--- config.mk ---
export PLATFORM = sky130hd
export DESIGN_NAME = if0_pcgen
export DESIGN_NICKNAME = d
export VERILOG_FILES = /design/src/rtl/if0_pcgen_pkg.sv /design/src/rtl/if_group_calc.sv /design/src/rtl/if0_pcgen.sv
export SDC_FILE = /design/constraint.sdc
export NUM_CORES = 1
export LEC_CHECK = 0
export ABC_AREA = 1
export CAP_MARGIN = 20
export CORE_MARGIN = 10
export CORE_UTILIZATION = 48
export CTS_CLUSTER_DIAMETER = 150
export DETAILED_ROUTE_END_ITERATION = 6
export PLACE_DENSITY = 0.79
export SYNTH_ARGS = -nofsm -noshare
export SYNTH_HDL_FRONTEND = slang
export SYNTH_SLANG_ARGS = --single-unit
export TNS_END_PERCENT = 1
--- constraint.sdc ---
create_clock -name clk -period 4 [get_ports clk]
set_input_delay 0.8 -clock clk [delete_from_list [all_inputs] [get_ports clk]]
set_output_delay 0.8 -clock clk [all_outputs]
set_load 0.02 [all_outputs]
--- src/rtl/if0_pcgen_pkg.sv ---
// Front-end shared definitions: fetch defaults, IF0 state encoding and the
// fetch-group record passed from the group calculator to the IF0 output stage.
package if0_pcgen_pkg;

    localparam int          DEF_FETCH_WIDTH = 2;
    localparam int          MAX_FETCH_WIDTH = 8;
    localparam logic [31:0] DEF_RESET_PC    = 32'hBFC0_0000;

    typedef enum logic [1:0] {
        BOOT = 2'd0,
        RUN  = 2'd1,
        HALT = 2'd2
    } if0_state_e;

    // mask is sized for the widest supported group; narrower users take the
    // low FETCH_WIDTH bits, the rest are always zero.
    typedef struct packed {
        logic [31:0]                pc;
        logic [MAX_FETCH_WIDTH-1:0] mask;
        logic [31:0]                npc;
        logic                       adel;
    } fetch_group_t;

endpackage

--- src/rtl/if_group_calc.sv ---
// Combinational fetch-group calculator: given a start PC, produces the slot
// valid mask, the next sequential (group-aligned) PC and the AdEL flag.
// Also used by IF1 to sanity-check predictor targets.
module if_group_calc
    import if0_pcgen_pkg::*;
#(
    parameter int FETCH_WIDTH = DEF_FETCH_WIDTH
) (
    input  logic [31:0]  p,
    output fetch_group_t grp
);

    localparam int          OFF       = $clog2(FETCH_WIDTH * 4);
    localparam logic [31:0] GRP_BYTES = 32'd1 << OFF;
    localparam logic [31:0] OFF_MASK  = GRP_BYTES - 32'd1;

    logic [31:0] base;
    logic [31:0] idx;
    logic        adel;

    // Align to the group, locate the first slot and build the slot mask.
    // A misaligned start only marks its own slot so IF1 sees a single
    // faulting instruction rather than a run of garbage fetches.
    always_comb begin
        base     = p & ~OFF_MASK;
        idx      = (p & OFF_MASK) >> 2;
        adel     = |p[1:0];
        grp      = '0;
        grp.pc   = p;
        grp.npc  = base + GRP_BYTES;
        grp.adel = adel;
        for (int i = 0; i < MAX_FETCH_WIDTH; i++) begin
            if (i < FETCH_WIDTH) begin
                grp.mask[i] = adel ? (idx == 32'(i)) : (32'(i) >= idx);
            end
        end
    end

endmodule

--- src/rtl/if0_pcgen.sv ---
// IF0 fetch-PC generator: holds the sequential fetch PC, takes backend flushes
// and predictor redirects, and presents one registered fetch group to IF1
// over a valid/ready handshake.
//
// state | meaning
// ------+--------------------------------------------------------------
// BOOT  | first cycle after reset; loads RESET_PC unless redirected
// RUN   | streaming sequential groups, redirects take effect next cycle
// HALT  | misaligned group issued; wait for a flush, ignore predictor
module if0_pcgen
    import if0_pcgen_pkg::*;
#(
    parameter int          FETCH_WIDTH = DEF_FETCH_WIDTH,
    parameter logic [31:0] RESET_PC    = DEF_RESET_PC
) (
    input  logic                   clk,
    input  logic                   rst_n,
    input  logic                   flush_valid,
    input  logic [31:0]            flush_pc,
    input  logic                   bp_redirect_valid,
    input  logic [31:0]            bp_redirect_pc,
    output logic                   out_valid,
    input  logic                   out_ready,
    output logic [31:0]            out_pc,
    output logic [FETCH_WIDTH-1:0] out_mask,
    output logic [31:0]            out_npc,
    output logic                   out_adel
);

    if0_state_e   state;
    logic [31:0]  pc_q;
    logic [31:0]  sel_pc;
    logic         load;
    logic         adv;
    fetch_group_t grp;

    assign adv = !out_valid || out_ready;

    // Choose which address feeds the group calculator this cycle. Flush and
    // redirect load even when IF1 is stalled: the stalled group is stale.
    always_comb begin
        sel_pc = pc_q;
        load   = 1'b0;
        unique case (state)
            BOOT: begin
                load = 1'b1;
                if (flush_valid)            sel_pc = flush_pc;
                else if (bp_redirect_valid) sel_pc = bp_redirect_pc;
                else                        sel_pc = RESET_PC;
            end
            RUN: begin
                if (flush_valid) begin
                    load   = 1'b1;
                    sel_pc = flush_pc;
                end else if (bp_redirect_valid) begin
                    load   = 1'b1;
                    sel_pc = bp_redirect_pc;
                end else if (adv) begin
                    load   = 1'b1;
                    sel_pc = pc_q;
                end
            end
            HALT: begin
                if (flush_valid) begin
                    load   = 1'b1;
                    sel_pc = flush_pc;
                end
            end
            default: begin
                load   = 1'b0;
                sel_pc = pc_q;
            end
        endcase
    end

    if_group_calc #(
        .FETCH_WIDTH(FETCH_WIDTH)
    ) u_group_calc (
        .p  (sel_pc),
        .grp(grp)
    );

    // FSM, fetch PC and the IF1-facing output register.
    always_ff @(posedge clk or negedge rst_n) begin
        if (!rst_n) begin
            state     <= BOOT;
            pc_q      <= RESET_PC;
            out_valid <= 1'b0;
            out_pc    <= RESET_PC;
            out_mask  <= '0;
            out_npc   <= '0;
            out_adel  <= 1'b0;
        end else if (load) begin
            out_valid <= 1'b1;
            out_pc    <= grp.pc;
            out_mask  <= FETCH_WIDTH'(grp.mask);
            out_npc   <= grp.npc;
            out_adel  <= grp.adel;
            pc_q      <= grp.npc;
            state     <= grp.adel ? HALT : RUN;
        end else if (state == HALT && out_valid && out_ready) begin
            // faulting group consumed; nothing more until a flush
            out_valid <= 1'b0;
        end
    end

endmodule
-- After elaboration in Yosys (flattened, before gate mapping)
Index checks and enable logic that the tools add are counted.
- output and inout port bits: 68
- word-level logic and storage cells: 36
- flip-flop bits (word level): 102
- equality and inequality tests: 2
- magnitude comparators: 2
- reduce and logical (&&, ||, !) cells: 8
- multiplexer cells: 16
- add/subtract/negate cells: 1
- operators by type and width (operator ; number):
    $mux W32 ; 5
    $pmux W32 S3 ; 1
    $add A32 B4 Y32 const B ; 1
    $logic_not A32 Y1 ; 1
    $mux W1 ; 8
    $pmux W1 S3 ; 1
    $eq A2 B1 Y1 const B ; 1
    $eq A2 B2 Y1 const B ; 1
    $ge A1 B1 Y1 const A ; 2
    $logic_and A1 B1 Y1 ; 2
    $logic_not A2 Y1 ; 1
    $mux W2 ; 1
    $reduce_bool A2 Y1 ; 1
    $reduce_or A2 Y1 ; 1
    $logic_not A1 Y1 ; 1
    $logic_or A1 B1 Y1 ; 1

-- Longest topological paths before layout
Gate-level depths: netlist of run 1.
- word-level depth: 7
- gate-level depth with buffers: 20
- depth with buffers taken out: 18

-- Hierarchy
From an unflattened synthesis of run 1, not the netlist that was laid out.
- cells, all modules: 963
- area, all modules: 6038.3 um^2
- modules (own cells, without submodules) (module ; sequential area each (um^2) ; cells an instance ; times used ; area each (um^2)):
    if0_pcgen ; 1974.4 ; 755 ; 1 ; 4924.7
    if_group_calc ; 0.0 ; 208 ; 1 ; 1113.6

-- Worst setup path after synthesis of run 1
OpenSTA, ideal clock, no wires.
- kind: input -> register
- start point: input flush_valid
- end point: register out_npc[21]
- slack: 1518 ps
- arrival time: 2364 ps
- stages on the path: 17
- buffers on the path: 2
- path through: buf_6 inv_6 buf_6 nand2_1 nand3_1 nand2_1 nand2_1 nand2_1 inv_1 ha_1 nand3_1 nor2_2 nand3_2 nor2_1 nand2_1 xnor2_1 inv_1
- RTL lines (element ; line ; text):
    start: declaration ; if0_pcgen.sv:18 ; input logic flush_valid,
    end signal: assignment ; if0_pcgen.sv:97 ; out_npc <= grp.npc;
    end: declaration ; if0_pcgen.sv:26 ; output logic [31:0] out_npc,

==> metrics.md, run 1 <==
| Metric | Value |
|---|---|
| Number of cell rows | 38 |
| Overflow left after global routing | 0 |
| Final period utilization | 77.3% |
| Worst path arrival time | 3.35 ns |
| Cell taking the most area after synthesis | dfrtp_1 |
| Number of buffers inserted by post-CTS setup repair | 0 |
| Clock transition at the registers of the reported paths | 0.08 ns |
| Residual antenna-violating net count after detailed routing | 0 |
| Kind of end point of the critical path | flip-flop |
| Via count | 5,181 |
| Min-Delay Path Class | reg2reg |
| Peak VDD IR | 0.405 mV |
| Height of the chip | 126 um |
| Syn Std Cell Area | 5340 um^2 |
| CTS Buf Count | 9 |
| Final worst hold slack | 0.470 ns |
| Unrepaired setup endpoints after global routing | false |
| Critical path start-end classification | in2reg |
| Total core area | 10,900 um^2 |
| Quantity of hold-fixing buffers added after cts | 0 |
| Count of maximum capacitance violations | 0 |
| Layout cell share with drive strength beyond 1 | 13.6% |
| Drt first-iter violations | 457 |
| Sequential area share after synthesis | 35.5% |
| Share of flip-flops with an asynchronous set or reset after synthesis | 100% |
| Clock Skew | 0.00882 ns |
| Fmax | 323 MHz |
| CTS tree | built |
| Count of buffers inserted at the top-level ports | 133 |
| Synthesis warning total | 0 |
| Number of instances resized during post-cts repair | 0 |
| Leakage dissipation | 3.14 nW |
| Starting density of the core | 49.1% |
| Final hold violation count | 0 |
| Final count of pins violating max slew | 0 |
| # clock sinks | 75 |
| Routed len/inst | 15.6 um |
| Mean instance size in the synthesized netlist | 6.93 um^2 |
| Synth area leaders | dfrtp_1, nand2_1, dfstp_2 |
| Bufs on Longest Clock Path | 2 |
| ANT cells | 0 |
| Post-route non-filler standard cell count | 1,014 |
| Worst max-slew margin expressed relative to the limit | 36.7% |
| Post-layout minimum cycle time | 3.09 ns |
| Antenna violations before repair | 0 |
| Outcome | complete, no violations |
| Post-synth EDFFs | 0 |
| Die width | 126 um |
| Final net count | 939 |
| Post-layout util | 61.8% |
| Pin count of the biggest net entering global routing | 76 |
| Primary FF master, synth | dfrtp_1 |
| Critical-path maximum fanout | 12 |
| Count of mapped cells out of synthesis | 771 |
| Total half-perimeter wirelength after legalization and detailed placement | 11,700 um |
| Tightest Pin Transition | 0.950 ns |
| Yosys reg bits | 75 |
| Number of levels the H-tree was split into | 3 |
| Global-route wire length before repair | 26,200 um |
| Number of detailed-route iterations in the first pass | 5 |
| Number of vias per cell | 5.11 |
| Number of placed cells counting well taps | 998 |
| Setup Viol. Count Final | 0 |
| Layout Area Growth over Synthesis | 25.8% |
| Fraction of synthesized cell area taken by the top area cell type | 26.7% |
| Startpoint Class | input pin |
| Total negative setup slack | 0 ns |
| Remaining routing DRC violations | 0 |
| GRT Total Usage | 19.9% |
| Required time at the worst-slack endpoint | 4.25 ns |
| Total detailed-routing wirelength | 15,800 um |
| Root buffer cell | clkbuf_8 |
| Gp weighted congestion | 0.922 |
| Clock Latency Late Sink | 0.36 ns |
| Via count of the first global-routing pass | 5,033 |
| Area of the die | 15,800 um^2 |
| Number of distinct library cells after synthesis | 45 |
| Cell Pwr Density | 882 nW/um^2 |
| Count of boundary I/O pins | 137 |
-- power by group --
part	switching, W	internal [W]
Clock	0.000301	0.000449
Sequential	0.000267	0.00122
Combinational	0.00236	0.00133
Total	0.00293	0.00300
-- cells by family (layout without fill, tap and decap cells) --
group                      Yosys count  in the layout  synth area share [%]
and+or+nand+nor                    502            502                  42.8
buffers and inverters              116            217                  12.9
other                                1              3                0.0702
AOI/OAI and AO/OA                   70             70                  7.45
adders and majority gates            1              1                 0.234
xor gates and xnor gates             6              6                 0.983
DFF                                 75             75                  35.5
-- state kept, by name, summed over array words and instances (netlist names) --
signal and count:
out_pc 32, out_npc 29, pc_q 9, out_mask 2, out_adel 1, out_valid 1
state 1
-- cells in the mapped netlist (2+ instances only) --
| library cell | count |
|---|---|
| nand2_1 | 304 |
| buf_6 | 13 |
| nor2_1 | 54 |
| nor3_1 | 5 |
| nor2_4 | 8 |
| nand4_1 | 11 |
| a22o_1 | 2 |
| nand3_1 | 57 |
| o21ai_0 | 41 |
| o21ai_1 | 3 |
| nand2_4 | 4 |
| a21oi_1 | 9 |
| xnor2_1 | 2 |
| buf_2 | 12 |
| or2_2 | 8 |
| buf_4 | 26 |
| o211ai_1 | 4 |
| inv_1 | 54 |
| xor2_1 | 4 |
| dfrtp_1 | 57 |
| o21bai_1 | 2 |
| o21a_1 | 2 |
| inv_2 | 3 |
| nand3_4 | 2 |
| a21oi_2 | 2 |
| nand2_2 | 23 |
| nand3_2 | 6 |
| inv_4 | 2 |
| clkbuf_1 | 2 |
| o22ai_1 | 2 |
| dfstp_2 | 18 |
| nor2_2 | 16 |
-- cell type report --
class | count | area [um^2]
Inverter | 61 | 246
Clock inverter | 4 | 97.6
Timing Repair Buffer | 140 | 1380
Tap cell | 140 | 175
Clock buffer | 12 | 155
Sequential cell | 75 | 1900
Multi-Input combinational cell | 582 | 2770
Fill cell | 1008 | 4160
-- metrics by stage --
| stage | worst slack, ns | instance area [um^2] | total power [W] |
|---|---|---|---|
| after floorplan | 1.52 | 5350 | 0.00412 |
| after global placement | 0.592 | 6470 | 0.00513 |
| after detailed placement | 0.563 | 6470 | 0.00517 |
| after CTS | 0.925 | 6720 | 0.00595 |
| after global routing | 0.669 | 6720 | 0.00642 |
| final | 0.906 | 6720 | 0.00593 |
-- critical path: stages --
cell and delay [ns]:
clkdlybuf4s50_1 0.66, inv_8 0.07, nor2_4 0.31, a21oi_1 0.11, nand2_1 0.07, nand2_1 0.08, inv_1 0.06, ha_1 0.19
nand3_1 0.13, nor2_2 0.17, nand2_1 0.12, nor2_1 0.26, nand4_1 0.14, nand2_1 0.11, nand2_1 0.06
-- placed cells by master (no fill, tap or decap), types with 5 or more instances in the layout --
| cell type | count |
|---|---|
| nand3_1 | 57 |
| clkbuf_8 | 11 |
| o21ai_0 | 41 |
| nor3_1 | 5 |
| nor2_4 | 8 |
| inv_1 | 54 |
| dfstp_2 | 18 |
| buf_4 | 8 |
| or2_2 | 8 |
| nand4_1 | 11 |
| dfrtp_1 | 57 |
| nand2_1 | 304 |
| nor2_1 | 54 |
| nand3_2 | 6 |
| nor2_2 | 16 |
| nand2_2 | 23 |
| a21oi_1 | 9 |
| clkdlybuf4s50_1 | 132 |
-- per-layer routing --
metal / GRT usage [%] / up-vias / share of wire, %
met5: 0 / - / 0
met3: 4.77 / 19 / 9.4
li1: - / 2594 / -
met4: 5.76 / 0 / 1.4
met1: 27.4 / 2357 / 46
met2: 30.0 / 211 / 44
-- path summary, 6_finish.rpt --
check	end	slack, ns	cells after the start	startpoint
setup reg to reg	out_npc[25]$_DFFE_PN0P_	1.21	15	out_adel$_DFFE_PN0P_
hold reg to reg	pc_q[27]$_DFFE_PN1P_	0.47	2	pc_q[27]$_DFFE_PN1P_
hold / removal	pc_q[27]$_DFFE_PN1P_	0.47	2	pc_q[27]$_DFFE_PN1P_
min in group asynchronous	out_pc[20]$_DFFE_PN0P_	0.58	1	rst_n
max in group asynchronous	out_valid$_DFFE_PN0P_	2.80	1	rst_n
setup / recovery	out_npc[25]$_DFFE_PN0P_	0.91	15	bp_redirect_valid
Note: power is estimated with default switching activity, not from simulation.
==> run 2: changes to the inputs <==
--- a/config.mk
+++ b/config.mk
@@ -8,10 +8,10 @@
 export ABC_AREA = 1
 export CAP_MARGIN = 20
 export CORE_MARGIN = 10
-export CORE_UTILIZATION = 48
+export CORE_UTILIZATION = 45
 export CTS_CLUSTER_DIAMETER = 150
 export DETAILED_ROUTE_END_ITERATION = 6
-export PLACE_DENSITY = 0.79
+export PLACE_DENSITY = 0.77
 export SYNTH_ARGS = -nofsm -noshare
 export SYNTH_HDL_FRONTEND = slang
 export SYNTH_SLANG_ARGS = --single-unit
==> constraint.sdc (replaced) <==
create_clock -name clk -period 2.5 [get_ports clk]
set_input_delay 0.5 -clock clk [delete_from_list [all_inputs] [get_ports clk]]
set_output_delay 0.5 -clock clk [all_outputs]
set_load 0.02 [all_outputs]
==> metrics.md, run 2 (synthesized netlist as in run 1, its figures left out) <==
| Metric | Value |
|---|---|
| Outcome | complete, no violations |
| Residual antenna-violating net count after detailed routing | 0 (unchanged) |
| Final net count | 1,030 (+9.7%) |
| Tightest Pin Transition | 0.518 ns (-0.432 ns) |
| Min-Delay Path Class | in2async |
| Area of the die | 16,600 um^2 (+5.6%) |
| Routed len/inst | 15.9 um (+1.9%) |
| Drt first-iter violations | 483 (+5.7%) |
| Total detailed-routing wirelength | 17,600 um (+11%) |
| Setup Viol. Count Final | 0 (unchanged) |
| Via count | 5,698 (+10%) |
| Post-layout minimum cycle time | 2.42 ns |
| Count of fill cells added during filler insertion | 922 (-8.5%) |
| Quantity of hold-fixing buffers added after cts | 0 (unchanged) |
| Overflow left after global routing | 0 (unchanged) |
| Required time at the worst-slack endpoint | 2.73 ns (-1.52 ns) |
| Fraction of power spent switching nets | 46.4% (-3.0 points) |
| Gp weighted congestion | 0.917 (-0.56%) |
| Number of vias per cell | 5.14 (+0.65%) |
| Die width | 129 um (+2.8%) |
| Clock power share | 12.2% (-0.5 points) |
| CTS Buf Count | 9 (unchanged) |
| Clock Skew | 0.00473 ns (-0.00409 ns) |
| Largest registers | out_pc x32, out_npc x29, pc_q x9 |
| Cell with the largest stage delay on the worst path | clkdlybuf4s50_1 |
| Total core area | 11,500 um^2 (+5.8%) |
| Largest Register | out_pc |
| Top Family by Delay on Critical Path | simple AND/OR/NAND/NOR gates |
| Number of levels the H-tree was split into | 3 (unchanged) |
| Critical-path maximum fanout | 6 (-6) |
| Fmax | 414 MHz |
| Clock transition at the registers of the reported paths | 0.06 ns (-0.02 ns) |
| Unrepaired setup endpoints after global routing | true |
| Worst-case setup margin in the final layout | 0.0848 ns (-0.821 ns) |
| Pin count of the biggest net entering global routing | 40 (-47%) |
| Post-layout util | 67.2% (+5.4 points) |
| Worst stage delay on the critical path | 0.47 ns (-0.19 ns) |
| Register share of total power | 21.6% (-3.5 points) |
| Post-placement setup slack | -0.342 ns (-0.905 ns) |
| Met1 track demand over resource | 27.7% (+0.30 points) |
| Peak VDD IR | 0.739 mV (+82%) |
| Most common cell after layout, fill and taps aside | nand2_1 |
| ANT cells | 0 (unchanged) |
| Number of buffer and inverter stages on the critical path | 5 (+2) |
| Cell Pwr Density | 1440 nW/um^2 (+64%) |
| Starting density of the core | 46.4% (-2.7 points) |
| Global-route wire length before repair | 28,000 um (+6.8%) |
| GRT Total Usage | 20.8% (+0.99 points) |
| Bufs on Longest Clock Path | 2 (unchanged) |
| Most Frequent Cell on Critical Path | nand2_1 |
| Met3 GRT Util | 5.79% (+1.0 points) |
| Count of maximum capacitance violations | 0 (unchanged) |
| Max FFs per register | 32 (unchanged) |
| Antenna violations before repair | 0 (unchanged) |
| Number of cell rows | 39 (+2.6%) |
| Kind of end point of the critical path | flip-flop |
| Startpoint Class | input pin |
| Final count of pins violating max slew | 0 (unchanged) |
| Met2 usage in global routing | 32.3% (+2.3 points) |
| Leakage dissipation | 3.67 nW (+17%) |
| Critical path start-end classification | in2reg |
| # clock sinks | 75 (unchanged) |
| Worst max-slew margin expressed relative to the limit | 65.5% (+29 points) |
| Count of boundary I/O pins | 137 (unchanged) |
| Layout Area Growth over Synthesis | 44.8% |
| Count of buffers inserted at the top-level ports | 133 (unchanged) |
| Final period utilization | 96.6% |
| Peak-usage layer in the global routing report | met2 |
| Height of the chip | 129 um (+2.8%) |
| Number of detailed-route iterations in the first pass | 6 (+1) |
| Remaining routing DRC violations | 0 (unchanged) |
| Combinational power share | 66.2% (+4.0 points) |
| Worst path arrival time | 2.64 ns (-0.71 ns) |
| Via count of the first global-routing pass | 5,477 (+8.8%) |
| Clock Latency Late Sink | 0.34 ns (-0.02 ns) |
| Final hold violation count | 0 (unchanged) |
| Total half-perimeter wirelength after legalization and detailed placement | 13,400 um (+15%) |
| Crit-path cells | clkdlybuf4s50_1 > buf_6 > inv_8 > nor2_4 > buf_4 > nand2_1 > nand2_1 > nand2_1 > nand2_1 > nand2_1 > buf_4 > nor2_4 > nand3_4 > nor2_4 > nand3_1 > nand3_2 > nand2_1 |
| Layout cell share with drive strength beyond 1 | 24.0% (+10 points) |
| Most frequent cells in the layout | nand2_1, clkdlybuf4s50_1, buf_4 |
| Net Sw Power | 0.00518 W (+77%) |
| Cell-internal power | 0.00600 W (+100%) |
| CTS tree | built |
| Root buffer cell | clkbuf_16 |
## run 2: path summary, 6_finish.rpt
path / start / to / slack, ns / cells after the start
max in group asynchronous: rst_n / pc_q[22]$_DFFE_PN1P_ / 1.69 / 2
worst max register to register: state[0]$_DFFE_PN0P_ / out_npc[23]$_DFFE_PN0P_ / 0.22 / 10
worst min-delay path: rst_n / out_pc[7]$_DFFE_PN0P_ / 0.13 / 1
min in group clk: pc_q[28]$_DFFE_PN1P_ / pc_q[28]$_DFFE_PN1P_ / 0.47 / 2
worst min register to register: pc_q[28]$_DFFE_PN1P_ / pc_q[28]$_DFFE_PN1P_ / 0.47 / 2
worst max-delay path: bp_redirect_valid / out_npc[23]$_DFFE_PN0P_ / 0.08 / 17
## run 2: through the flow
stage | TNS [ns] | total power, W | area (um^2) | hold WS [ns] | cells
global route | -0.215 | 0.0120 | 7740 | 0.167 | 1108
floorplan | 0 | 0.00659 | 5350 | 0.204 | 773
CTS | 0 | 0.0109 | 7550 | 0.149 | 1101
detailed placement | -6.92 | 0.00951 | 7230 | 0.458 | 1085
finish | 0 | 0.0112 | 7740 | 0.130 | 1108
global placement | -5.43 | 0.00939 | 7230 | 0.455 | 1085
## run 2: cell type report
cell class | count | area [um^2] | area share (%)
Multi-Input combinational cell | 582 | 2890 | 37.4
Timing Repair Buffer | 231 | 2200 | 28.5
Sequential cell | 75 | 1900 | 24.5
Clock buffer | 12 | 267 | 3.44
Inverter | 61 | 249 | 3.22
Tap cell | 143 | 179 | 2.31
Clock inverter | 4 | 47.5 | 0.614
## run 2: repair_timing
item	in CTS	in global routing
setup endpoints to repair	2	30
pin swaps	0	9
buffers inserted	0	7
resized for setup	1	39
## run 2: power by group through the flow
stage               Sequential (W)  Clock [W]  Combinational, W
floorplan                  0.00273          0           0.00386
global placement           0.00241          0           0.00698
detailed placement         0.00240          0           0.00711
CTS                        0.00240    0.00138           0.00715
global route               0.00247    0.00143           0.00809
finish                     0.00241    0.00137           0.00740
## run 2: layer usage
metal  vias to the layer above  share of wire, %
met1                      2635                44
met2                       252                46
li1                       2790                 -
met3                        21               8.9
met4                         0               1.3
met5                         -                 0
